<file path="config.mk">
export PLATFORM = sky130hd
export DESIGN_NAME = screen_state_sequencer
export DESIGN_NICKNAME = d
export VERILOG_FILES = /design/src/rtl/screen_state_sequencer.sv
export SDC_FILE = /design/constraint.sdc
export NUM_CORES = 1
export LEC_CHECK = 0
export CORE_MARGIN = 2
export CORE_UTILIZATION = 45
export CTS_CLUSTER_DIAMETER = 200
export DETAILED_ROUTE_END_ITERATION = 16
export GPL_ROUTABILITY_DRIVEN = 0
export HOLD_SLACK_MARGIN = 0.12
export PLACE_DENSITY = 0.63
export SLEW_MARGIN = 40
export SYNTH_ARGS = -nofsm -noshare
export SYNTH_HDL_FRONTEND = slang
export SYNTH_SLANG_ARGS = --single-unit
export TNS_END_PERCENT = 1
</file>
<file path="constraint.sdc">
create_clock -name clk -period 2.5 [get_ports clk]
set_clock_uncertainty 0.2 [all_clocks]
set_input_delay 0.5 -clock clk [delete_from_list [all_inputs] [get_ports clk]]
set_output_delay 0.5 -clock clk [all_outputs]
set_load 0.01 [all_outputs]
</file>
<file path="src/rtl/screen_state_sequencer.sv">
// Menu / 3-2-1 countdown sequencer for the VGA screen selector.
// Screen changes reach display_state only on frame_start, so the picture never tears mid-frame.
module screen_state_sequencer #(
    parameter int unsigned FRAMES_PER_STEP = 60
) (
    input  logic       clk,
    input  logic       rst,
    input  logic       btn_up,
    input  logic       btn_down,
    input  logic       btn_select,
    input  logic       frame_start,
    input  logic       abort,
    output logic [2:0] display_state,
    output logic       mode,
    output logic       game_start
);
    // state   | meaning
    // MENU_P1 | menu, P1 option highlighted
    // MENU_P2 | menu, P2 option highlighted
    // CD3     | countdown digit 3
    // CD2     | countdown digit 2
    // CD1     | countdown digit 1
    // PLAY    | game running until abort
    typedef enum logic [2:0] {
        MENU_P1 = 3'b000,
        MENU_P2 = 3'b001,
        CD3     = 3'b011,
        CD2     = 3'b100,
        CD1     = 3'b101,
        PLAY    = 3'b110
    } state_t;

    localparam logic [7:0] LAST_CNT = 8'(FRAMES_PER_STEP - 1);

    logic [2:0] sync1_q, sync2_q, sync3_q;
    logic [2:0] btn_edge;
    logic       up_edge, down_edge, sel_edge;

    state_t     state_q, state_d;
    logic [7:0] frame_cnt_q, frame_cnt_d;
    logic       mode_q, mode_d;
    logic       game_start_q, game_start_d;
    logic [2:0] disp_q;

    // Bit order: {select, down, up}; third flop gives the rising-edge reference.
    assign btn_edge  = sync2_q & ~sync3_q;
    assign up_edge   = btn_edge[0];
    assign down_edge = btn_edge[1];
    assign sel_edge  = btn_edge[2];

    always_ff @(posedge clk or posedge rst) begin
        if (rst) begin
            sync1_q      <= 3'b000;
            sync2_q      <= 3'b000;
            sync3_q      <= 3'b000;
            state_q      <= MENU_P1;
            frame_cnt_q  <= 8'd0;
            mode_q       <= 1'b0;
            game_start_q <= 1'b0;
            disp_q       <= 3'b000;
        end else begin
            sync1_q      <= {btn_select, btn_down, btn_up};
            sync2_q      <= sync1_q;
            sync3_q      <= sync2_q;
            state_q      <= state_d;
            frame_cnt_q  <= frame_cnt_d;
            mode_q       <= mode_d;
            game_start_q <= game_start_d;
            if (frame_start) begin
                disp_q <= state_q;
            end
        end
    end

    always_comb begin
        state_d      = state_q;
        frame_cnt_d  = frame_cnt_q;
        mode_d       = mode_q;
        game_start_d = 1'b0;
        if (abort) begin
            state_d     = MENU_P1;
            frame_cnt_d = 8'd0;
        end else begin
            unique case (state_q)
                MENU_P1: begin
                    if (sel_edge) begin
                        mode_d      = 1'b0;
                        frame_cnt_d = 8'd0;
                        state_d     = CD3;
                    end else if (down_edge && !up_edge) begin
                        state_d = MENU_P2;
                    end
                end
                MENU_P2: begin
                    if (sel_edge) begin
                        mode_d      = 1'b1;
                        frame_cnt_d = 8'd0;
                        state_d     = CD3;
                    end else if (up_edge && !down_edge) begin
                        state_d = MENU_P1;
                    end
                end
                CD3, CD2, CD1: begin
                    if (frame_start) begin
                        if (frame_cnt_q == LAST_CNT) begin
                            frame_cnt_d = 8'd0;
                            if (state_q == CD3) begin
                                state_d = CD2;
                            end else if (state_q == CD2) begin
                                state_d = CD1;
                            end else begin
                                state_d      = PLAY;
                                game_start_d = 1'b1;
                            end
                        end else begin
                            frame_cnt_d = frame_cnt_q + 8'd1;
                        end
                    end
                end
                PLAY: state_d = PLAY;
                default: begin
                    state_d     = MENU_P1;
                    frame_cnt_d = 8'd0;
                end
            endcase
        end
    end

    assign display_state = disp_q;
    assign mode          = mode_q;
    assign game_start    = game_start_q;

endmodule
</file>
* After elaboration in Yosys (flattened, before gate mapping)
Cells that the tools add are included.
Cells by class: $add $sub $neg 1, multipliers 0, div/mod/pow operators 0, magnitude comparators 0, equal/unequal tests 14, shifts and indexed selects 0, muxes and demuxes 24, bitwise logic cells 3, reduce and logical (&&, ||, !) cells 11
Operator list (count):
- $mux W8 | 4
- $pmux W8 S3 | 1
- $mux W3 | 7
- $pmux W3 S4 | 1
- $eq A3 B3 Y1 const B | 3
- $add A8 B1 Y8 const B | 1
- $eq A8 B6 Y1 const B | 1
- $mux W1 | 8
- $ne A4 B4 Y1 const B | 2
- $reduce_and A4 Y1 | 2
- $ne A2 B2 Y1 const B | 3
- $ne A3 B3 Y1 const B | 2
- $mux W2 | 2
- $and A3 B3 Y3 | 1
- $eq A3 B1 Y1 const B | 1
- $eq A3 B2 Y1 const B | 1
- $logic_not A3 Y1 | 1
- $ne A3 B1 Y1 const B | 1
- $not A3 Y3 | 1
- $reduce_and A3 Y1 | 1
- $reduce_or A3 Y1 | 1
- $logic_and A1 B1 Y1 | 2
- $logic_not A1 Y1 | 2
- $pmux W1 S2 | 1
- 3 further kinds | 3
Word-level totals: flip-flop bits (word level) 25, latch bits 0, memory bits (writable) 0, bits in read-only memories 0, output and inout port bits 5, word-level logic and storage cells 61, memories kept 0

* Logic depth before layout (Yosys ltp)
depth in word-level cells 8, gate-level depth with buffers 5

* Least setup slack after synthesis
Ideal clock, no wire load.
kind register to register, from register frame_cnt_q[0], to register state_q[0], library setup time 0.128 ns, arrival 1.870 ns, slack 0.302 ns, cell stages (with the launch flop) 6, clock period less this slack 2.198 ns, path through dfrtp_1 ha_1 or4b_4 or3_4 a32oi_2 mux2_1
Between the ends: longest elaborated chain between the ends 3
Ends and longest elaborated chain:
- from (decl) | line 40 | logic [7:0] frame_cnt_q, frame_cnt_d;
- from (signal assigned) | line 66 | frame_cnt_q <= frame_cnt_d;
- $eq A8 B6 Y1 | line 105 | if (frame_cnt_q == LAST_CNT) begin
- $ne A3 B3 Y1 (no line)
- $reduce_and A4 Y1 (no line)
- to (signal assigned) | line 65 | state_q <= state_d;
- to (decl) | line 39 | state_t state_q, state_d;
Every way passes these cells. A chain may end at the register's enable or synchronous reset.

* Worst setup path in the final report
from register frame_cnt_q[1], to register state_q[0]
Same word-level chain as after synthesis.

==> run metrics <==
crit path launch type=flip-flop; clock root cell=clkbuf_4; main combinational cell family by area after synthesis=simple AND/OR/NAND/NOR gates; Synth Area in Compound Gates=16.9%; final hold viol count=0; drt first pass iters=4; Crit Path Max Fanout=5; dpl hpwl=1590 µm; initial antenna violation count=0; Fillers=233; core footprint=2500 µm²; setup ws final=0.135 ns; final antenna-violating net count=0; # rows=18; Yosys top cell area share=52.6%; grt total ovfl=0; die area=3070 µm²; total of max-cap violations=0; DR iter-0 viols=24; CTS Buf Count=3; Post-CTS Hold Fix Bufs=0; Synthesized Nets=114; proportion of synthesized area in mux cells=3.79%; Least-Margin Pin Slew=0.396 ns; Distinct cells, synth=37; Setup violations, final=0; min-delay worst type=flip-flop to flip-flop; min Tclk post-route=2.37 ns; top cells by area, synth=dfrtp_1, nand3_1, a22o_1; post-placement setup slack=-0.0142 ns; Ys Warns=0; clock-pin slew on the worst setup and hold paths=0.16 ns; PortBufs=11; Post-Synthesis Cells=105; maximum VDD drop=0.000472 V; Clock Latency Late Sink=0.33 ns; EDFF count, synth=0; buffers inserted by post-CTS timing repair=0; Top Ports=12; synthesized area=1190 µm²; post-synthesis async set-or-reset flop share=100%; Synth Area in Simple Gates=21.9%; Rel. slew slack=73.6%; area leader, netlist=dfrtp_1; critical path capture point type=flip-flop; post-CTS sizing=0; top_reg_cell synth=dfrtp_1; largest net degree at the start of global routing=26; Synth Area in Adders=2.10%; number of global-route vias before repair=882; Lkg Pwr=0.631 nW; Chip Width=55.4 µm; critical path class=flip-flop to flip-flop; Setup TNS=0 ns; Seq cells post-synth=25; fmax=0.423 GHz; wire length per cell=14.9 µm; GRT Util Overall=15.9%; CTS Buffer Depth=2; Via Count=881; CTS tree=built; global-route wire length before repair=3900 µm; Slew Limit Fails=0; xor/xnor share of the synthesized area=0%; layout cell share with drive strength beyond 1=20.2%; Avg Cell Area, Syn=11.3 µm²; DR vias/cell=5.72; most common cell in the netlist=dfrtp_1; DRC Markers=0; crit path DAT=2.40 ns; area grow syn2layout=18.3%; nets@finish=134; top cells by count, synth=dfrtp_1, nand3_1, inv_1, nor2b_1; initial cell density of the core=47.6%; Final Cycle Share=94.6%; outcome=complete, no violations; RSZ-0062 raised after global routing=no; n_diodes=0; PD cells=551 nW/µm²; CP required=2.53 ns; Max H-tree Level=1; fraction of the yosys area taken by sequential cells=52.6%; overall power=775 µW; Die Span Y=55.4 µm; drt total wl=2300 µm; Num Clock Sinks=25
state kept, by name, summed over array words and instances, names as in the netlist:
name           flops
game_start         1
sync1_q            3
state_q            3
display_state      3
mode               1
sync3_q            3
frame_cnt_q        8
sync2_q            3
final timing paths:
| path | endpoint | slack [ns] | start | depth (start not counted) |
|---|---|---|---|---|
| min in group asynchronous | sync1_q[0] | 0.29 | rst | 3 |
| max reg2reg | state_q[0] | 0.13 | frame_cnt_q[1] | 5 |
| max | state_q[0] | 0.13 | frame_cnt_q[1] | 5 |
| max in group asynchronous | frame_cnt_q[7] | 1.55 | rst | 3 |
| min reg2reg | sync2_q[0] | 0.17 | sync1_q[0] | 0 |
| min | sync2_q[0] | 0.17 | sync1_q[0] | 0 |
routing by layer:
metal	part of all wire (%)	GRT usage (%)	up-vias
met3	3.9	2.58	8
met4	2.5	8.36	0
li1	-	-	430
met2	48	25.0	30
met1	46	21.2	413
met5	0	0	-
cells in the final DEF, fill, tap and decap left out, types with 4 or more instances in the layout:
cell and instances:
and3_1 4, o2bb2ai_1 4, nand3_1 10, inv_1 5
buf_4 7, a22o_1 4, nor2b_1 5, dfrtp_1 25
nand2_1 4, clkdlybuf4s50_1 11
area by class of cell:
cell class / count / area (µm²) / area share [%]
flip-flops and latches: 25 / 626 / 44.4
repair buffers: 18 / 163 / 11.6
clock buffers: 3 / 22.5 / 1.60
multi-input cells: 72 / 532 / 37.8
well taps: 30 / 37.5 / 2.67
inverters: 5 / 18.8 / 1.33
clock inverters: 1 / 8.76 / 0.622
worst max-delay path, cell delays in order (launching register included):
cell,delay [ns]
dfrtp_1,0.45
ha_1,0.21
or4b_4,0.48
or3_4,0.38
a32oi_2,0.20
mux2_1,0.35
cell families after synthesis:
logic type | count (synthesis)
adders and majority gates | 2
buffers and inverters | 8
AOI/OAI and AO/OA | 24
and+or+nand+nor | 42
DFF | 25
muxes | 4
report_power, final:
part,internal [mW],switching [mW]
Clock,0.0652,0.134
Combinational,0.0679,0.0560
Sequential,0.429,0.0230
Total,0.562,0.213
stage by stage:
stage	util (%)	cells	hold WS, ns	instance area [µm²]
floorplan	-	105	0.131	1190
global placement	55.1	150	0.132	1380
detailed placement	55.1	150	0.136	1380
CTS	56.3	154	0.171	1410
global route	56.3	154	0.184	1410
finish	56.3	154	0.170	1410
No activity file was read; power rests on OpenSTA's default activity.
==> RTL change 1: new RTL, config.mk and constraints unchanged <==
Put one more register stage on the output `mode`, with the module's reset. The value now appears one clock later. The other outputs are not delayed to match.
--- a/src/rtl/screen_state_sequencer.sv
+++ b/src/rtl/screen_state_sequencer.sv
@@ -128,5 +128,11 @@
 
     assign display_state = disp_q;
-    assign mode          = mode_q;
+    always_ff @(posedge clk or posedge rst) begin
+        if (rst) begin
+            mode <= '0;
+        end else begin
+            mode <= mode_q;
+        end
+    end
     assign game_start    = game_start_q;
 
Behaviour: not the same (a bounded check fails within 10 cycles, from zero or initial values and one cycle with rst high).
==> RTL change 1 against the unedited design <==
- worst setup slack improved by 290 ps
- first-iteration DRC count decreased by 50%
- sequential share of layout area increased by 2.7 points
- power increased by 12%
- sequential cell count increased by 1
- hold slack got worse by 2.2 ps
- synthesized area decreased by 1.2%
- largest power group unchanged
- wire length decreased by 15%
- design area decreased by 1.9%
==> RTL change 1: results <==
export IMPL_outcome="complete, no violations"
export IMPL_yosysUniqueCellTypes=39
export IMPL_vias_per_cell=5.67
export IMPL_drive_gt1_share_pct=14.7
export IMPL_drtIter0Drc=12
export IMPL_fill_cells=231
export IMPL_ctsResizeCount=0
export IMPL_synth_commonest_cells="26 x dfrtp_1, 9 x nand2_1, 5 x nand3_1, 5 x nor2_1"
export IMPL_placed_area_sq_mm=0.00133
export IMPL_htree_levels=1
export IMPL_wl_um=1960
export IMPL_grt_max_degree=27
export IMPL_leakage_nw=0.612
export IMPL_grt_pass1_vias=806
export IMPL_reg2reg_from="frame_cnt_q[0]"
export IMPL_syn_nets=110
export IMPL_wl_met1_um=927
export IMPL_tightest_slew_ps=456
export IMPL_grtUsageMet2_pct=22.8
export IMPL_drtPass1Iterations=4
export IMPL_dp_slack_ps=80.4
export IMPL_grt_use_met1_pct=22.7
export IMPL_peakVddDrop_mv=0.537
export IMPL_synthTopCellsByArea="dfrtp_1 55%, mux2_2 3.8%, nand2_1 2.9%"
export IMPL_clk_latency_ps=320
export IMPL_wl_met2_um=887
export IMPL_grt_first_pass_wirelength_um=3460
export IMPL_crit_start="abort"
export IMPL_place_hpwl_um=1410
export IMPL_clk_pin_slew_ps=140
export IMPL_wl_met3_um=126
export IMPL_grt_usage_pct=16.4
export IMPL_arrival_ps=2150
export IMPL_yosysSeqAreaShare_pct=55.3
export IMPL_design_area_sq_mm=0.00138
export IMPL_critical_path_max_fanout=4
export IMPL_cpMaxStageDelayCell="or4_1"
export IMPL_grtUsageMet3_pct=6.18
[RTL change 1: changes by cell type in the layout (fill, tap and decap cells not counted), sizes merged, moves of 2 or more]
cell,before,now
inv,6,3
xor2,0,2
nand3,10,5
nor2b,5,2
nand2,4,9
buf,7,3
nor2,2,5
o2bb2ai,4,0
o211ai,1,4
a22o,4,0
or3b,2,0
[RTL change 1: worst paths after layout]
kind | to | slack (ps) | depth (start not counted)
max | frame_cnt_q[6] | 430 | 6
min | sync2_q[0] | 170 | 0
max reg2reg | state_q[1] | 440 | 5
min reg2reg | sync2_q[0] | 170 | 0
max in group asynchronous | sync1_q[0] | 1560 | 3
min in group asynchronous | display_state[2] | 300 | 3
[RTL change 1: per-stage QoR]
| stage | power (mW) | cells |
|---|---|---|
| 5_1_grt | 0.919 | 146 |
| 6_report | 0.871 | 146 |
| 4_1_cts | 0.884 | 146 |
| 2_1_floorplan | 0.545 | 101 |
| 3_3_place_gp | 0.593 | 142 |
| 3_5_place_dp | 0.594 | 142 |
[RTL change 1: logic make-up after synthesis]
kind of cell / Yosys count / synth area share, %
adders and majority gates: 2 / 2.13
AOI/OAI and AO/OA: 20 / 14.4
and+or+nand+nor: 40 / 19.6
DFF: 26 / 55.3
muxes: 5 / 4.68
xor gates and xnor gates: 2 / 1.49
buffers and inverters: 6 / 2.45
[RTL change 1: area by class of cell]
| type | count | share of cell area [%] |
|---|---|---|
| flip-flops and latches | 26 | 47.1 |
| multi-input cells | 69 | 36.0 |
| inverters | 3 | 0.815 |
| clock buffers | 3 | 1.63 |
| repair buffers | 14 | 9.60 |
| clock inverters | 1 | 2.17 |
| well taps | 30 | 2.72 |
[RTL change 1: where the power goes]
part           switching [mW]  internal, mW
combinational          0.0503        0.0609
clock                   0.124         0.162
sequential             0.0232         0.450
==> RTL change 2: new RTL, same settings <==
Made on the original files. `FRAMES_PER_STEP`: 60 -> 59.
--- a/src/rtl/screen_state_sequencer.sv
+++ b/src/rtl/screen_state_sequencer.sv
@@ -2,5 +2,5 @@
 // Screen changes reach display_state only on frame_start, so the picture never tears mid-frame.
 module screen_state_sequencer #(
-    parameter int unsigned FRAMES_PER_STEP = 60
+    parameter int unsigned FRAMES_PER_STEP = 59
 ) (
     input  logic       clk,
Formal check against the unedited RTL: no difference found for any inputs over 10 cycles, from zero or initial values and one cycle with rst high; that may be too few to reach the edited logic, so the function may still have changed.
==> RTL change 2 against the unedited design <==
- sequential cell count unchanged
- worst setup slack better by 200 ps
- wire length fell by 13%
- design area shrank 4.3%
- register-to-register slack improved by 290 ps
- combinational power decreased by 7%
- first-iteration DRC count down 21%
- synthesized area shrank 5.6%
- power decreased by 4.9%
- hold slack got worse by 6.1 ps
- largest cell class unchanged
==> RTL change 2: results <==
export IMPL_outcome="complete, no violations"
export IMPL_reg2reg_from="state_q[2]"
export IMPL_critical_path_max_fanout=8
export IMPL_clk_latency_ps=310
export IMPL_cts_buffer_depth=2
export IMPL_grt_max_degree=26
export IMPL_dp_cells=149
export IMPL_leakage_nw=0.597
export IMPL_wl_um=2010
export IMPL_crit_start="abort"
export IMPL_yosysSeqAreaShare_pct=55.7
export IMPL_hold_ws_ps=164
export IMPL_cpPeakStageDelay_ps=560
export IMPL_drtIter0Drc=19
export IMPL_arrival_ps=2210
export IMPL_synth_commonest_cells="25 x dfrtp_1, 6 x inv_1, 6 x nand2_1, 6 x o21ai_0"
export IMPL_hold_end="sync2_q[2]"
export IMPL_placed_area_sq_mm=0.00132
export IMPL_dp_slack_ps=9.45
export IMPL_clk_pin_slew_ps=120
export IMPL_largest_register="frame_cnt_q"
export IMPL_min_delay_start="sync1_q[2]"
export IMPL_postSynthCellCount=102
export IMPL_grt_usage_pct=17.0
export IMPL_antenna_found_initial=0
export IMPL_syn_nets=111
export IMPL_yosysUniqueCellTypes=35
export IMPL_htree_levels=1
export IMPL_synth_compound_area_share_pct=16.8
export IMPL_largest_reg_flops=8
export IMPL_cpMaxStageDelayCell="or4_1"
export IMPL_synthMuxAreaShare_pct=3.90
export IMPL_layout_min_cycle_time_ps=2170
export IMPL_port_buffers=11
export IMPL_vias_per_cell=5.52
export IMPL_timing_max_slew_rel_slack_pct=50.1
export IMPL_synthAdderAreaFrac_pct=2.23
export IMPL_drive_gt1_share_pct=13.8
export IMPL_layout_nets=133
export IMPL_peakVddDrop_mv=0.402
export IMPL_grt_first_pass_wirelength_um=3570
export IMPL_cts_buffers=3
export IMPL_synth_top_area_cell="dfrtp_1"
export IMPL_reg2regPathDepth=5
export IMPL_antenna_diode_count=0
export IMPL_routedWlPerCell_um=13.1
export IMPL_place_hpwl_um=1510
export IMPL_ctsResizeCount=0
export IMPL_r2r_setup_slack_ps=420
export IMPL_crit_path_end="frame_cnt_q[5]"
export IMPL_min_path_type="reg2reg"
export IMPL_grt_pass1_vias=853
export IMPL_drtPass1Iterations=4
export IMPL_synth_xor_area_share_pct=0
export IMPL_synthTopCellsByArea="dfrtp_1 56%, mux2_2 3.0%, nand2b_1 2.8%"
export IMPL_postCtsSetupBuffers=0
## RTL change 2: changes by cell type after synthesis, moves of 3 or more
| cell | delta |
|---|---|
| a22o_1 | -4 |
| nand3_1 | -5 |
| nor2b_1 | -3 |
| o21ai_0 | +3 |
| o22ai_1 | +3 |
| o2bb2ai_1 | -4 |
## RTL change 2: report_power, final
group	total (mW)	switching, mW	internal (mW)
sequential	0.449	0.0207	0.428
clock	0.173	0.111	0.0622
combinational	0.115	0.0527	0.0618
## RTL change 2: layer usage
layer | share of wire, % | global-route usage [%] | up-vias
li1 | - | - | 415
met2 | 48 | 27.2 | 17
met1 | 48 | 22.9 | 411
met3 | 3.2 | 2.50 | 2
met5 | 0 | 0 | -
met4 | 0.75 | 7.50 | 0
## RTL change 2: cell type report
cell class | count | area [sq um]
Clock buffer | 4 | 26.3
Sequential cell | 25 | 626
Multi-Input combinational cell | 69 | 465
Timing Repair Buffer | 19 | 170
Tap cell | 30 | 37.5
Inverter | 6 | 22.5
Fill cell | 229 | 1060
